===== src/rtl/mips_pkg.sv =====
// Shared MIPS datapath constants: instruction width, NOP encoding,
// R/I-type field bit positions and the fetch-queue entry layout.
package mips_pkg;

  localparam int INSTR_W = 32;
  localparam int PC_W    = 32;
  localparam logic [INSTR_W-1:0] NOP_INSTR = 32'h0;

  localparam int OPC_HI   = 31;
  localparam int OPC_LO   = 26;
  localparam int RS_HI    = 25;
  localparam int RS_LO    = 21;
  localparam int RT_HI    = 20;
  localparam int RT_LO    = 16;
  localparam int RD_HI    = 15;
  localparam int RD_LO    = 11;
  localparam int SHAMT_HI = 10;
  localparam int SHAMT_LO = 6;
  localparam int FUNCT_HI = 5;
  localparam int FUNCT_LO = 0;
  localparam int IMM_HI   = 15;
  localparam int IMM_LO   = 0;

  typedef struct packed {
    logic [PC_W-1:0]    pc;
    logic [INSTR_W-1:0] instr;
  } fetch_entry_t;

endpackage


===== src/rtl/ir_fifo.sv =====
// Generic synchronous FIFO with push/pop/flush and occupancy count.
// DEPTH must be a power of two so the pointers wrap by overflow.
module ir_fifo #(
  parameter int W     = 64,
  parameter int DEPTH = 4
) (
  input  logic                     clk,
  input  logic                     reset,
  input  logic                     flush,
  input  logic                     push,
  input  logic                     pop,
  input  logic [W-1:0]             wdata,
  output logic [W-1:0]             rdata,
  output logic [$clog2(DEPTH):0]   count
);

  localparam int PTR_W = $clog2(DEPTH);

  logic [PTR_W-1:0] wr_ptr_q, wr_ptr_d;
  logic [PTR_W-1:0] rd_ptr_q, rd_ptr_d;
  logic [PTR_W:0]   count_q, count_d;
  logic [W-1:0]     mem_q [DEPTH];

  always_comb begin
    wr_ptr_d = wr_ptr_q;
    rd_ptr_d = rd_ptr_q;
    count_d  = count_q;
    if (flush) begin
      wr_ptr_d = '0;
      rd_ptr_d = '0;
      count_d  = '0;
    end else begin
      if (push) wr_ptr_d = wr_ptr_q + 1'b1;
      if (pop)  rd_ptr_d = rd_ptr_q + 1'b1;
      case ({push, pop})
        2'b10:   count_d = count_q + 1'b1;
        2'b01:   count_d = count_q - 1'b1;
        default: count_d = count_q;
      endcase
    end
  end

  // NOTE: sequential state uses non-blocking assignments so every flop samples pre-edge values.
  always_ff @(posedge clk) begin
    if (reset) begin
      wr_ptr_q <= '0;
      rd_ptr_q <= '0;
      count_q  <= '0;
    end else begin
      wr_ptr_q <= wr_ptr_d;
      rd_ptr_q <= rd_ptr_d;
      count_q  <= count_d;
    end
  end

  // NOTE: storage is deliberately not reset; count gates every read, so stale words are never seen.
  always_ff @(posedge clk) begin
    if (push && !flush && !reset) mem_q[wr_ptr_q] <= wdata;
  end

  assign rdata = mem_q[rd_ptr_q];
  assign count = count_q;

endmodule


===== src/rtl/ir_prefetch_reg.sv =====
// Instruction register fed by a small prefetch FIFO, with flush and field slicing.
// Define IR_BYPASS_EN to let a push load the IR directly when the FIFO is empty.
module ir_prefetch_reg
  import mips_pkg::*;
#(
  parameter int WIDTH    = INSTR_W,
  parameter int PC_WIDTH = PC_W,
  parameter int DEPTH    = 4
) (
  input  logic                   clk,
  input  logic                   reset,
  input  logic [WIDTH-1:0]       data_in,
  input  logic [PC_WIDTH-1:0]    pc_in,
  input  logic                   in_valid,
  output logic                   in_ready,
  input  logic                   IRwrite,
  input  logic                   flush,
  output logic [WIDTH-1:0]       data_out,
  output logic [PC_WIDTH-1:0]    pc_out,
  output logic                   ir_valid,
  output logic                   stall,
  output logic [$clog2(DEPTH):0] count,
  output logic [5:0]             opcode,
  output logic [4:0]             rs,
  output logic [4:0]             rt,
  output logic [4:0]             rd,
  output logic [4:0]             shamt,
  output logic [5:0]             funct,
  output logic [15:0]            imm
);

  localparam int CNT_W = $clog2(DEPTH) + 1;
  localparam int ENT_W = PC_WIDTH + WIDTH;
  localparam logic [CNT_W-1:0] DEPTH_CNT = CNT_W'(DEPTH);

  logic             push, pop, fifo_push, bypass, fifo_empty;
  logic [ENT_W-1:0] head;
  logic [WIDTH-1:0]    ir_q, ir_d;
  logic [PC_WIDTH-1:0] pc_q, pc_d;
  logic                valid_q, valid_d;

  assign in_ready   = (count < DEPTH_CNT) && !reset;
  assign push       = in_valid && in_ready;
  assign fifo_empty = (count == '0);

`ifdef IR_BYPASS_EN
  assign bypass = push && IRwrite && fifo_empty && !flush;
`else
  assign bypass = 1'b0;
`endif

  assign fifo_push = push && !flush && !bypass;
  assign pop       = IRwrite && !fifo_empty && !flush;
  assign stall     = IRwrite && fifo_empty && !flush && !bypass;

  ir_fifo #(.W(ENT_W), .DEPTH(DEPTH)) u_fifo (
    .clk   (clk),
    .reset (reset),
    .flush (flush),
    .push  (fifo_push),
    .pop   (pop),
    .wdata ({pc_in, data_in}),
    .rdata (head),
    .count (count)
  );

  // An IRwrite that finds nothing to load keeps the old word but marks it stale.
  always_comb begin
    ir_d    = ir_q;
    pc_d    = pc_q;
    valid_d = valid_q;
    if (flush) begin
      ir_d    = WIDTH'(NOP_INSTR);
      pc_d    = '0;
      valid_d = 1'b0;
    end else if (bypass) begin
      ir_d    = data_in;
      pc_d    = pc_in;
      valid_d = 1'b1;
    end else if (pop) begin
      ir_d    = head[WIDTH-1:0];
      pc_d    = head[ENT_W-1:WIDTH];
      valid_d = 1'b1;
    end else if (IRwrite) begin
      valid_d = 1'b0;
    end
  end

  always_ff @(posedge clk) begin
    if (reset) begin
      ir_q    <= WIDTH'(NOP_INSTR);
      pc_q    <= '0;
      valid_q <= 1'b0;
    end else begin
      ir_q    <= ir_d;
      pc_q    <= pc_d;
      valid_q <= valid_d;
    end
  end

  assign data_out = ir_q;
  assign pc_out   = pc_q;
  assign ir_valid = valid_q;

  assign opcode = ir_q[OPC_HI:OPC_LO];
  assign rs     = ir_q[RS_HI:RS_LO];
  assign rt     = ir_q[RT_HI:RT_LO];
  assign rd     = ir_q[RD_HI:RD_LO];
  assign shamt  = ir_q[SHAMT_HI:SHAMT_LO];
  assign funct  = ir_q[FUNCT_HI:FUNCT_LO];
  assign imm    = ir_q[IMM_HI:IMM_LO];

endmodule


===== config.mk =====
export PLATFORM = sky130hd
export DESIGN_NAME = ir_prefetch_reg
export DESIGN_NICKNAME = d
export VERILOG_FILES = /design/src/rtl/mips_pkg.sv /design/src/rtl/ir_fifo.sv /design/src/rtl/ir_prefetch_reg.sv
export SDC_FILE = /design/constraint.sdc
export NUM_CORES = 1
export LEC_CHECK = 0
export ABC_AREA = 1
export ABC_CLOCK_PERIOD_IN_PS = 4700
export CAP_MARGIN = 10
export CORE_MARGIN = 5
export CORE_UTILIZATION = 51
export CTS_BUF_LIST = sky130_fd_sc_hd__clkbuf_4
export DETAILED_ROUTE_END_ITERATION = 10
export PLACE_DENSITY = 0.78
export REMOVE_ABC_BUFFERS = 1
export SKIP_CTS_REPAIR_TIMING = 1
export SYNTH_ARGS = -nofsm -noshare
export SYNTH_HDL_FRONTEND = slang
export SYNTH_HIERARCHICAL = 1
export SYNTH_SLANG_ARGS = --single-unit

===== constraint.sdc =====
create_clock -name clk -period 4.7 [get_ports clk]
set_clock_uncertainty 0.1 [all_clocks]
set_input_delay 0.94 -clock clk [delete_from_list [all_inputs] [get_ports clk]]
set_output_delay 0.94 -clock clk [all_outputs]
set_load 0.05 [all_outputs]

### After elaboration in Yosys (flattened, before gate mapping)

Memories as Yosys holds them, arrays and structs flattened. A register that Yosys moved wholly into a read port is not among the register bits.
Cells that the tools add are included.

| word-level totals | value |
|---|---|
| flip-flop bits (word level) | 8 |
| RAM bits | 256 |
| input bits | 69 |
| output and inout port bits | 118 |
| word-level logic and storage cells | 33 |
| memories | 1 |

Memories:

| name | depth | width | read ports | clocked after memory_dff | write ports | RTL line | text |
|---|---|---|---|---|---|---|---|
| u_fifo.mem_q | 4 | 64 | 1 | 1 | 1 | ir_fifo.sv:22 | `logic [W-1:0] mem_q [DEPTH];` |

| cells by class | value |
|---|---|
| $add $sub $neg | 4 |
| $lt $le $gt $ge | 1 |
| eq/ne operators | 2 |
| muxes and demuxes | 5 |
| reduce and logical (&&, ||, !) cells | 16 |

Operator list:

| cell | number |
|---|---|
| logical AND 1 bit | 9 |
| one-hot mux 3 bit (2 select lines) | 1 |
| adder 2 x 1 -> 2 bit, second input constant | 2 |
| two-way mux 1 bit | 4 |
| nonzero test 2 bit | 2 |
| adder 3 x 1 -> 3 bit, second input constant | 1 |
| zero test 1 bit | 3 |
| zero test 3 bit | 1 |
| < comparator 3 bit, second input constant | 1 |
| subtractor 3 x 1 -> 3 bit, second input constant | 1 |
| equality test 2 x 1 -> 1 bit, second input constant | 1 |
| equality test 2 bit, second input constant | 1 |
| OR reduction 2 bit | 1 |

### Longest topological paths before layout

| depth | value |
|---|---|
| word-level depth | 8 |
| depth in mapped cells | 12 |
| gate-level depth less buffers | 11 |

### By module

The synthesis kept the hierarchy.

By module, submodules not included:

| module | instances | cells an instance | area an instance (µm²) | sequential area each (µm²) |
|---|---|---|---|---|
| ir_fifo | 1 | 676 | 9,939.5 | 7,867.5 |
| ir_prefetch_reg | 1 | 482 | 3,284.4 | 1,301.2 |

### Least setup slack after synthesis

OpenSTA, ideal clock, no wires.

| timing path | value |
|---|---|
| kind | input -> register |
| start point | input port reset |
| end point | memory u_fifo.mem_q[0][0], enable pin |
| setup time | 0.486 ns |
| arrival time | 4.665 ns |
| setup slack | -0.552 ns |
| cell stages on the path | 5 |
| path buffers | 0 |
| cell sequence | nor2_1 nand2_1 nor2_1 nand2_1 nor2_1 |

| on the way | value |
|---|---|
| longest elaborated chain between the ends | 8 |

Ends and longest elaborated chain:

| item | RTL line | text |
|---|---|---|
| start: declaration | ir_prefetch_reg.sv:11 | `input logic reset,` |
| zero test 1 bit | ir_prefetch_reg.sv:42 | `assign in_ready = (count < DEPTH_CNT) && !reset;` |
| logical AND 1 bit | ir_prefetch_reg.sv:42 |  |
| logical AND 1 bit | ir_prefetch_reg.sv:43 | `assign push = in_valid && in_ready;` |
| logical AND 1 bit | ir_prefetch_reg.sv:52 | `assign fifo_push = push && !flush && !bypass;` |
| net fifo_push | ir_prefetch_reg.sv:36 | `logic push, pop, fifo_push, bypass, fifo_empty;` |
| logical AND 1 bit (2 in series) | ir_fifo.sv:58 | `if (push && !flush && !reset) mem_q[wr_ptr_q] <= wdata;` |
| two-way mux 1 bit | ir_fifo.sv:58 |  |
| two-way mux 1 bit (not written as such) | ir_fifo.sv:58 |  |
| end: declaration | ir_fifo.sv:22 |  |

The timed path passes the listed nets, and every way through them passes these cells.

### Worst setup path in the final report

| timing path | value |
|---|---|
| start point | register u_fifo.count_q[2], in the netlist u_fifo/count[2] |
| end point | output port stall |

| on the way | value |
|---|---|
| longest elaborated chain between the ends | 3 |

Ends and longest elaborated chain:

| item | RTL line | text |
|---|---|---|
| start: declaration | ir_fifo.sv:21 | `logic [PTR_W:0] count_q, count_d;` |
| start signal: assignment | ir_fifo.sv:52 | `count_q <= count_d;` |
| zero test 3 bit | ir_prefetch_reg.sv:44 | `assign fifo_empty = (count == '0);` |
| logical AND 1 bit (2 in series) | ir_prefetch_reg.sv:54 | `assign stall = IRwrite && fifo_empty && !flush && !bypass;` |
| end: declaration | ir_prefetch_reg.sv:21 | `output logic stall,` |

Every way passes these cells.

==> run summary <==
=========================================================================
Setup repair after global routing missed its margin                 false
Flops & latches, synth                                                330
Area taken by multi-input logic gates                            2950 µm²
Cell variety after synth                                               24
Die W                                                              171 µm
Static leakage                                                 0.00558 µW
Final count of pins violating max slew                                  0
Core region area                                                25800 µm²
Nature of the critical path endpoint                          output port
Required time of the worst setup path                             3.66 ns
Die area                                                        29200 µm²
Clk buf depth                                                           3
Number of filler cells placed in the layout                          2043
Depth of the most critical reg-to-reg path                              8
All-Layer GR Usage                                                  0.187
CTS root buf                                                 sky130_fd_sc_hd__clkbuf_4
Net Sw Frac                                                         0.209
FF/Latch Area                                                    9170 µm²
Number of hold violations in the final report                           0
Clock tree from TritonCTS                                             yes
Y dimension of the die                                             171 µm
Finished layout cell area                                       15900 µm²
Final GP Congestion                                                 0.723
Number of placed I/O pins                                             187
Remaining antenna violation count after routing                         0
Gate Count Post-Synth                                                1158
Port Buffers                                                          186
Drc violations                                                          0
Commonest cells after routing, fill and taps aside           sky130_fd_sc_hd__edfxtp_1 (256), sky130_fd_sc_hd__nor2_1 (203), sky130_fd_sc_hd__clkdlybuf4s50_1 (186), sky130_fd_sc_hd__clkbuf_4 (126), sky130_fd_sc_hd__inv_1 (79)
Count of yosys warnings during synthesis                                6
P_sw                                                              1170 µW
Outcome                                                         completed
Critical path peak fanout                                              45
Tot Pwr                                                           5620 µW
Syn-to-layout area delta                                            20.1%
Clock sink count                                                      330
Initial DRT Pass Iterations                                             5
Number of buffers inserted during clock tree synthesis                 81
Instance area after placement                                   14800 µm²
Worst-path clk slew                                               0.07 ns
Htree depth                                                             3
Clock latency on the worst-skew pair                              0.65 ns
Ratio of cells with drive above 1 in the final layout               0.116
Via-to-Cell Ratio                                                    5.21
Final routed wire length divided by cell count                    16.2 µm
Max IR drop VDD                                                  0.220 mV
Post-DP HPWL                                                      15.6 mm
Clock network fraction of design power                              0.403
Proportion of synthesized chip area in sequential cells             0.693
Effective utilization at floorplan                                  0.513
Placement Rows                                                         59
Vias after detailed routing                                          8948
Minimum clock period after layout                                 3.60 ns
Total of max-cap violations                                             0
Final Net Count                                                      1394
Final worst-path cycle share                                        0.767
Setup Total Neg Slack                                                0 ns
Total grt overflow                                                      0
Aggregate routed wire length                                      27.8 mm
Mapped Area                                                     13200 µm²
Worst hold start                                             u_fifo/rd_ptr_q[1]
Worst rel slew slack                                                0.266
Slew at the pin closest to its max-slew limit                     1.10 ns
Violation count after the first detailed-routing iteration            591
Mean instance size in the synthesized netlist                    11.4 µm²
Pin count of the biggest net entering global routing                  129
Number of global-route vias before repair                            8802
Final setup vio count                                                   0
Initial antenna violation count                                         4
Combinational power share                                           0.036
Pwr dens                                                       354 nW/µm²
Power share of the sequential group                                 0.560
Peak clock frequency supported by timing                          277 MHz
Hold path depth                                                         1
Reg2Reg Setup Slack                                               2.23 ns
Internal power                                                    4450 µW
Kind of critical path                                          reg -> out
Crit path DAT                                                     2.56 ns
Worst r2r dst                                                data_out[28]
Hold Crit Class                                                reg -> reg
Global-route wire length before repair                            43.6 mm
Worst setup SP type                                             flip-flop
Leading cell type in the layout, fill and taps excluded      sky130_fd_sc_hd__edfxtp_1
=========================================================================
## worst max path at each step
stage                          startpoint                  to  slack, ns  depth (start not counted)
final                     u_fifo/count[2]               stall       1.10                          4
after detailed placement            flush               stall       1.10                          3
after global placement              flush               stall       1.10                          3
after CTS                 u_fifo/count[2]               stall        1.0                          4
after global routing      u_fifo/count[2]               stall       0.84                          4
after floorplan                     reset  u_fifo/mem_q[0][0]      -0.55                          5
## cell type report
class / count / area share
antenna: 2 / 0.000315
tap: 335 / 0.0264
multi-input combinational: 623 / 0.186
inverter: 81 / 0.0193
sequential: 330 / 0.578
clock buffer: 126 / 0.0596
timing repair buffer: 202 / 0.126
clock inverter: 20 / 0.00496
## flip-flops by register name, indices dropped and copies added, names as in the netlist, named ones only
name and count:
pc_out 32, data_out 32, u_fifo/count 3, u_fifo/mem_q 256, ir_valid 1, u_fifo/wr_ptr_q 2, u_fifo/rd_ptr_q 2
## power by group through the flow
stage               Clock [µW]  Combinational (µW)  Sequential, µW
floorplan                    0                68.4            3230
global placement             0                 198            3210
detailed placement           0                 203            3220
CTS                       2350                 204            3150
global route              2510                 221            3150
finish                    2270                 203            3150
## worst max-delay path, stage by stage, from the launching register on
cell	delay, ns
sky130_fd_sc_hd__dfxtp_1	0.34
sky130_fd_sc_hd__nor2_1	0.18
sky130_fd_sc_hd__nand2_4	0.31
sky130_fd_sc_hd__nor3_1	0.25
sky130_fd_sc_hd__clkdlybuf4s50_1	0.84
## Yosys cell counts, drive strengths merged
library cell	count	share of area
a21boi	1	0.00057
o21ai	132	0.050
nand2	76	0.022
clkinv	1	0.00028
nor2	209	0.060
nor3	1	0.00038
buf	105	0.058
xor2	1	0.00066
o22ai	64	0.030
inv	80	0.023
ha	5	0.0047
clkbuf	19	0.0057
a21oi	68	0.026
nand3	64	0.024
dfxtp	74	0.11
nand4	1	0.00047
fa	1	0.0015
edfxtp	256	0.58
## cell families after synthesis
| kind of cell | Yosys count | share of synthesized area |
|---|---|---|
| fa+ha+maj | 6 | 0.00624 |
| flops | 330 | 0.693 |
| compound gates | 265 | 0.107 |
| buf+inv | 205 | 0.0870 |
| xor+xnor | 1 | 0.000662 |
| simple gates | 351 | 0.106 |
## layer usage
layer	vias to the layer above	wire length (µm)	track usage
li1	4374	-	-
met1	4243	11300	0.230
met2	287	14100	0.319
met3	40	1910	0.0513
met4	4	432	0.0675
met5	-	24	0
## metrics by stage
stage	setup WS, ns	hold slack, ns	util	std cells
3_5_place_dp	1.10	0.323	0.576	1571
4_1_cts	0.996	0.344	0.616	1717
5_1_grt	0.838	0.399	0.616	1719
2_1_floorplan	-0.552	0.312	-	1034
3_3_place_gp	1.10	0.328	0.576	1571
6_report	1.10	0.353	0.616	1719
Power figures use the tool's default switching activity.
